### config.mk
export PLATFORM = sky130hd
export DESIGN_NAME = declet_unpacker
export DESIGN_NICKNAME = d
export VERILOG_FILES = /design/src/rtl/declet_unpacker.sv
export SDC_FILE = /design/constraint.sdc
export NUM_CORES = 1
export LEC_CHECK = 0
export ABC_AREA = 1
export BUFFER_PORTS_ARGS = -buffer_cell sky130_fd_sc_hd__buf_2
export CORE_MARGIN = 3
export CORE_UTILIZATION = 50
export CTS_CLUSTER_DIAMETER = 200
export DETAILED_ROUTE_END_ITERATION = 7
export HOLD_SLACK_MARGIN = 0.02
export PLACE_DENSITY = 0.79
export SYNTH_ARGS = -nofsm -noshare
export SYNTH_HDL_FRONTEND = slang
export SYNTH_SLANG_ARGS = --single-unit
### constraint.sdc
create_clock -name clk -period 2.55 [get_ports clk]
set_clock_uncertainty 0.05 [all_clocks]
set_input_delay 0.255 -clock clk [delete_from_list [all_inputs] [get_ports clk]]
set_output_delay 0.255 -clock clk [all_outputs]
set_load 0.01 [all_outputs]
### src/rtl/declet_unpacker.sv
// declet_unpacker: repacks an LSB-first byte stream into 10-bit DPD declets.
// An 18-bit buffer collects bytes at bit position n. The oldest declet sits in
// buf[9:0] and goes out once n reaches 10. A frame ends on the byte marked
// in_last. Any bits that do not fill a whole declet at frame end are dropped
// and raise the sticky misalign flag.
//
// Handshakes: a byte or declet moves on a rising clk edge where its valid and
// ready are both 1. out_declet/out_last are registers, so they hold steady
// while out_valid=1 and out_ready=0. in_ready is the only combinational path
// from an input to an output: it depends on out_ready and rst.
module declet_unpacker #(
  parameter int COUNT_W = 16
) (
  input  logic               clk,
  input  logic               rst,
  input  logic [7:0]         in_data,
  input  logic               in_valid,
  input  logic               in_last,
  output logic               in_ready,
  output logic [9:0]         out_declet,
  output logic               out_valid,
  output logic               out_last,
  input  logic               out_ready,
  output logic [COUNT_W-1:0] declet_count,
  output logic               misalign
);

  // Buffer state. Bits at position n and above are kept at zero, so a new
  // byte can be ORed in without masking.
  logic [17:0]        r_buf;
  logic [4:0]         r_n;
  logic               r_valid;
  logic               r_pend_last;
  logic               r_misalign;
  logic [COUNT_W-1:0] r_count;

  logic               w_pop;
  logic               w_push;
  logic [17:0]        w_buf_pop;
  logic [4:0]         w_n_pop;
  logic [25:0]        w_ins;
  logic [4:0]         w_n_push;
  logic [17:0]        w_buf_next;
  logic [4:0]         w_n_next;
  logic               w_pend_next;
  logic               w_mis_next;

  assign w_pop  = r_valid & out_ready;
  assign w_push = in_valid & in_ready;

  // A byte is accepted while no frame-final declet is pending and there is room.
  // Room means either fewer than 10 bits are held, or the head declet leaves
  // this cycle.
  assign in_ready     = ~rst & ~r_pend_last & (~r_valid | out_ready);
  assign out_valid    = r_valid;
  assign out_declet   = r_buf[9:0];
  assign out_last     = r_pend_last & r_valid;
  assign declet_count = r_count;
  assign misalign     = r_misalign;

  // Next buffer state. The pop is applied first, then the push lands at the
  // post-pop fill level. While pend_last is set no push can happen, so the
  // pop that clears the frame never coincides with a push.
  always_comb begin
    w_buf_pop   = r_buf;
    w_n_pop     = r_n;
    if (w_pop) begin
      w_buf_pop = {10'b0, r_buf[17:10]};
      w_n_pop   = r_n - 5'd10;
    end
    w_ins       = {18'b0, in_data} << w_n_pop;
    w_n_push    = w_n_pop + 5'd8;
    w_buf_next  = w_buf_pop;
    w_n_next    = w_n_pop;
    w_pend_next = r_pend_last;
    w_mis_next  = r_misalign;
    if (w_pop && r_pend_last) begin
      if (w_n_pop != 5'd0) w_mis_next = 1'b1;
      w_buf_next  = 18'b0;
      w_n_next    = 5'd0;
      w_pend_next = 1'b0;
    end
    if (w_push) begin
      w_buf_next = w_buf_pop | w_ins[17:0];
      w_n_next   = w_n_push;
      if (in_last) begin
        if (w_n_push >= 5'd10) begin
          w_pend_next = 1'b1;
        end else begin
          if (w_n_push != 5'd0) w_mis_next = 1'b1;
          w_buf_next = 18'b0;
          w_n_next   = 5'd0;
        end
      end
    end
  end

  // Register the buffer, the fill count, the frame flags and the declet counter.
  always_ff @(posedge clk or posedge rst) begin
    if (rst) begin
      r_buf       <= 18'b0;
      r_n         <= 5'd0;
      r_valid     <= 1'b0;
      r_pend_last <= 1'b0;
      r_misalign  <= 1'b0;
      r_count     <= '0;
    end else begin
      r_buf       <= w_buf_next;
      r_n         <= w_n_next;
      r_valid     <= (w_n_next >= 5'd10);
      r_pend_last <= w_pend_next;
      r_misalign  <= w_mis_next;
      if (w_pop) r_count <= r_count + 1'b1;
    end
  end

endmodule

==> results.py <==
metrics = {
    "cells_and_area": {
        "synthToLayoutAreaGrowth_pct": 11.46,
        "regArea_um2": 1051,
        "finish.net_count": 421,
        "final_layout_size_suffix_gt1_share_pct": 18.97,
        "diodes": 0,
        "multi_input_combinational_cell_area_um2": 1324,
        "finalNonFillerCells": 473,
        "fillCellCount": 454,
    },
    "synthesis": {
        "synth_cells": 370,
        "cell_area_after_technology_mapping_um2": 2654,
        "proportion_of_synthesized_flip_flops_having_asynchronous_set_or_reset_pct": 100.0,
        "yosys_warnings": 0,
        "synthDominantCellAreaShare_pct": 39.60,
        "syn-num-nets": 386,
        "synthesis.area_per_instance_um2": 7.172,
        "sequential_share_of_the_synthesized_area_pct": 39.60,
        "yosysUniqueCellTypes": 31,
        "synth.area.top_cells": "dfrtp_1 40%, nand2_1 18%, nand3_1 6.6%",
        "yosys_register_bits": 42,
        "synth_flop_cell": "dfrtp_1",
        "area_leader_netlist": "dfrtp_1",
        "synth_edf_count": 0,
    },
    "sta": {
        "slew-limit-headroom_pct": 64.52,
        "final.period_utilization_pct": 89.05,
        "maxClockFrequency_mhz": 440.4,
        "timing_hold_violations_final": 0,
        "timing.setup.tns_ns": 0,
        "fin_worst_hold_slack_ns": 0.1706,
        "setup_viol": 0,
        "fin_crit_ns": 2.271,
        "final_max_slew_viol_count": 0,
        "grt_setup_unrepaired": "no",
        "tightestPinTransition_ns": 0.5322,
        "fin_ws_ns": 0.2791,
    },
    "global_route": {
        "grt_usage_pct": 22.11,
        "grt.overflow.total": 0,
        "first_pass_grt_wire_length_um": 10850,
        "grt_max_degree": 43,
        "grt_antenna_before_repair": 0,
        "vias_in_the_first_global_route": 2431,
    },
    "setup_path": {
        "cp-startpoint": "r_n[1]$_DFF_PP0_",
        "start_kind": "register",
        "critPathArrivalTime_ns": 2.40,
        "crit_path_top_delay_cell": "dfrtp_1",
        "cp_cell_sequence": "inv_1 -> ha_1 -> nor2_1 -> nand2_1 -> nand2_4 -> ha_1 -> a21oi_2 -> nand3_2 -> nand2_2 -> nor2_1",
        "critical_path_fanouts_max": 12,
        "endpoint_class_of_the_critical_path": "register",
        "cp_slowest_stage_delay_ns": 0.43,
        "worstPathBufferInverterCount": 1,
        "cp_top_family": "simple AND/OR/NAND/NOR gates",
        "criticalPathCategory": "register to register",
        "critical_path.reg2reg.startpoint": "r_n[1]$_DFF_PP0_",
        "worst_path_required_ns": 2.68,
    },
    "clock_network": {
        "cts_sinks": 42,
        "insertion_delay_ns": 0.30,
        "post_cts.repair.setup_buffers": 0,
        "cts_tree": "done",
        "htree_num_levels": 2,
        "post_cts_resize_count": 0,
        "hold_buffers": 0,
        "cts.root.buffer_cell": "clkbuf_8",
        "clock_path_buffers": 2,
        "worst_setup_hold_path_clk_slew_ns": 0.08,
        "numCtsBuffers": 5,
    },
    "floorplan": {
        "die-height_um": 78.86,
        "dieWidth_um": 78.86,
        "floorplan.initialDensity_pct": 54.04,
        "top_level_ports": 43,
        "fp.dieArea_um2": 6218,
        "cell_rows": 25,
        "core_area_um2": 4911,
    },
    "status": {
        "run_status": "completed",
    },
    "pwr": {
        "power_switching_share_pct": 21.87,
        "power.share.sequential_pct": 53.7,
        "p_switching_uw": 271.2,
        "portion_of_total_power_attributed_to_combinational_logic_pct": 4.0,
        "finalPower_mw": 1.240,
        "cellPowerDensity_nw_per_um2": 419.2,
        "p_leak_nw": 1.681,
        "ir_drop_mv": 0.3048,
        "clockPowerShare_pct": 42.4,
        "p_int_uw": 968.6,
    },
    "min_path": {
        "min_path_type": "input port to asynchronous set/reset pin",
    },
    "routing": {
        "detailedRoute.firstPassIterationCount": 4,
        "drt_drc_violations_left": 0,
        "initialDrtViolationCount": 203,
        "vias": 2445,
        "routedWlPerCell_um": 13.15,
        "postRouteWirelength_um": 6219,
        "detail-route-antenna-nets": 0,
        "vias_per_cell": 5.169,
    },
    "placement": {
        "place_congestion": 0.9211,
        "place_hpwl_um": 4575,
        "place.detailed.instances": 465,
        "portBuffers": 42,
        "pre_cts_ws_ns": 0.3174,
    },
    "flow_run": {
        "cap_viol_max_count": 0,
    },
}
## worst register-to-register path, delay by kind of cell, from the launching register on
kind,cells,cell delay [ns]
DFF,1,0.43
buffers and inverters,1,0.10
AOI/OAI and AO/OA,1,0.19
adders and majority gates,2,0.49
and+or+nand+nor,6,0.89
## logic make-up (layout without fill, tap and decap cells)
group           count (synthesis)  in the layout  share of synthesized area [%]
simple gates                  219            219                          36.49
buf+inv                        56             92                          10.51
compound gates                 35             35                          7.025
flops                          42             42                          39.60
xor+xnor                       15             15                          4.951
fa+ha+maj                       3              3                          1.415
## routing by layer
layer	share of wire [%]	routed length [um]	global-route usage, %	up-vias
li1	-	-	-	1223
met1	43	2686	27.87	1116
met2	47	2901	35.91	88
met3	7.3	451	4.875	18
met4	2.9	179	10.82	0
met5	0	0	0	-
## cells in the mapped netlist, types with 2 or more instances
cell        n
nand2_4     3
buf_6       3
o21ai_0    11
nor2_4      3
inv_2       4
buf_4      12
nor3_1      3
xor2_1      9
nor2_1     33
nand4_1     2
nand3_1    35
nor2_2      2
dfrtp_1    42
xnor2_1     6
ha_1        3
a21oi_1    19
o21ai_1     2
clkbuf_1    4
nand2_1   129
inv_1      31
nand2_2     3
o21ai_2     2
## flip-flops by register name, indices dropped and copies added (netlist names)
signal / cells
r_pend_last: 1
r_n: 5
declet_count: 16
out_valid: 1
misalign: 1
r_buf: 18
## stage by stage
step / util, % / cell area [um^2]
floorplan: - / 2654
global placement: 58.01 / 2849
detailed placement: 58.01 / 2849
CTS: 60.23 / 2958
global route: 60.23 / 2958
finish: 60.23 / 2958
## power groups by stage
stage,Combinational (mW),Sequential (mW),Clock [mW]
detailed placement,0.0494,0.679,0
finish,0.0492,0.665,0.525
global route,0.0572,0.665,0.572
CTS,0.0501,0.665,0.538
global placement,0.0493,0.679,0
floorplan,0.0284,0.679,0
## layout make-up
| type | count | share of cell area [%] |
|---|---|---|
| tap | 67 | 2.834 |
| clock inverter | 3 | 1.354 |
| clock buffer | 5 | 2.327 |
| inverter | 36 | 4.569 |
| timing repair buffer | 48 | 8.629 |
| multi-input combinational | 272 | 44.75 |
| sequential | 42 | 35.53 |
## cells in the final DEF, fill, tap and decap left out, types with 4 or more instances in the layout
master / netlist / routed
clkbuf_8: 0 / 5
nand3_1: 35 / 35
inv_1: 31 / 31
nand2_1: 129 / 129
nor2_1: 33 / 33
xnor2_1: 6 / 6
buf_2: 1 / 42
inv_2: 4 / 4
dfrtp_1: 42 / 42
xor2_1: 9 / 9
a21oi_1: 19 / 19
buf_4: 12 / 6
o21ai_0: 11 / 11
## worst paths after layout
kind / to / slack [ns] / depth (start not counted)
setup / recovery: r_buf[7]$_DFF_PP0_ / 0.28 / 10
hold / removal: r_buf[3]$_DFF_PP0_ / 0.17 / 3
setup reg to reg: r_buf[7]$_DFF_PP0_ / 0.28 / 10
hold reg to reg: declet_count[12]$_DFFE_PP0P_ / 0.44 / 1
max in group asynchronous: r_buf[0]$_DFF_PP0_ / 1.91 / 3
min in group clk: r_buf[16]$_DFF_PP0_ / 0.25 / 4
(Power assumes the default switching activity.)
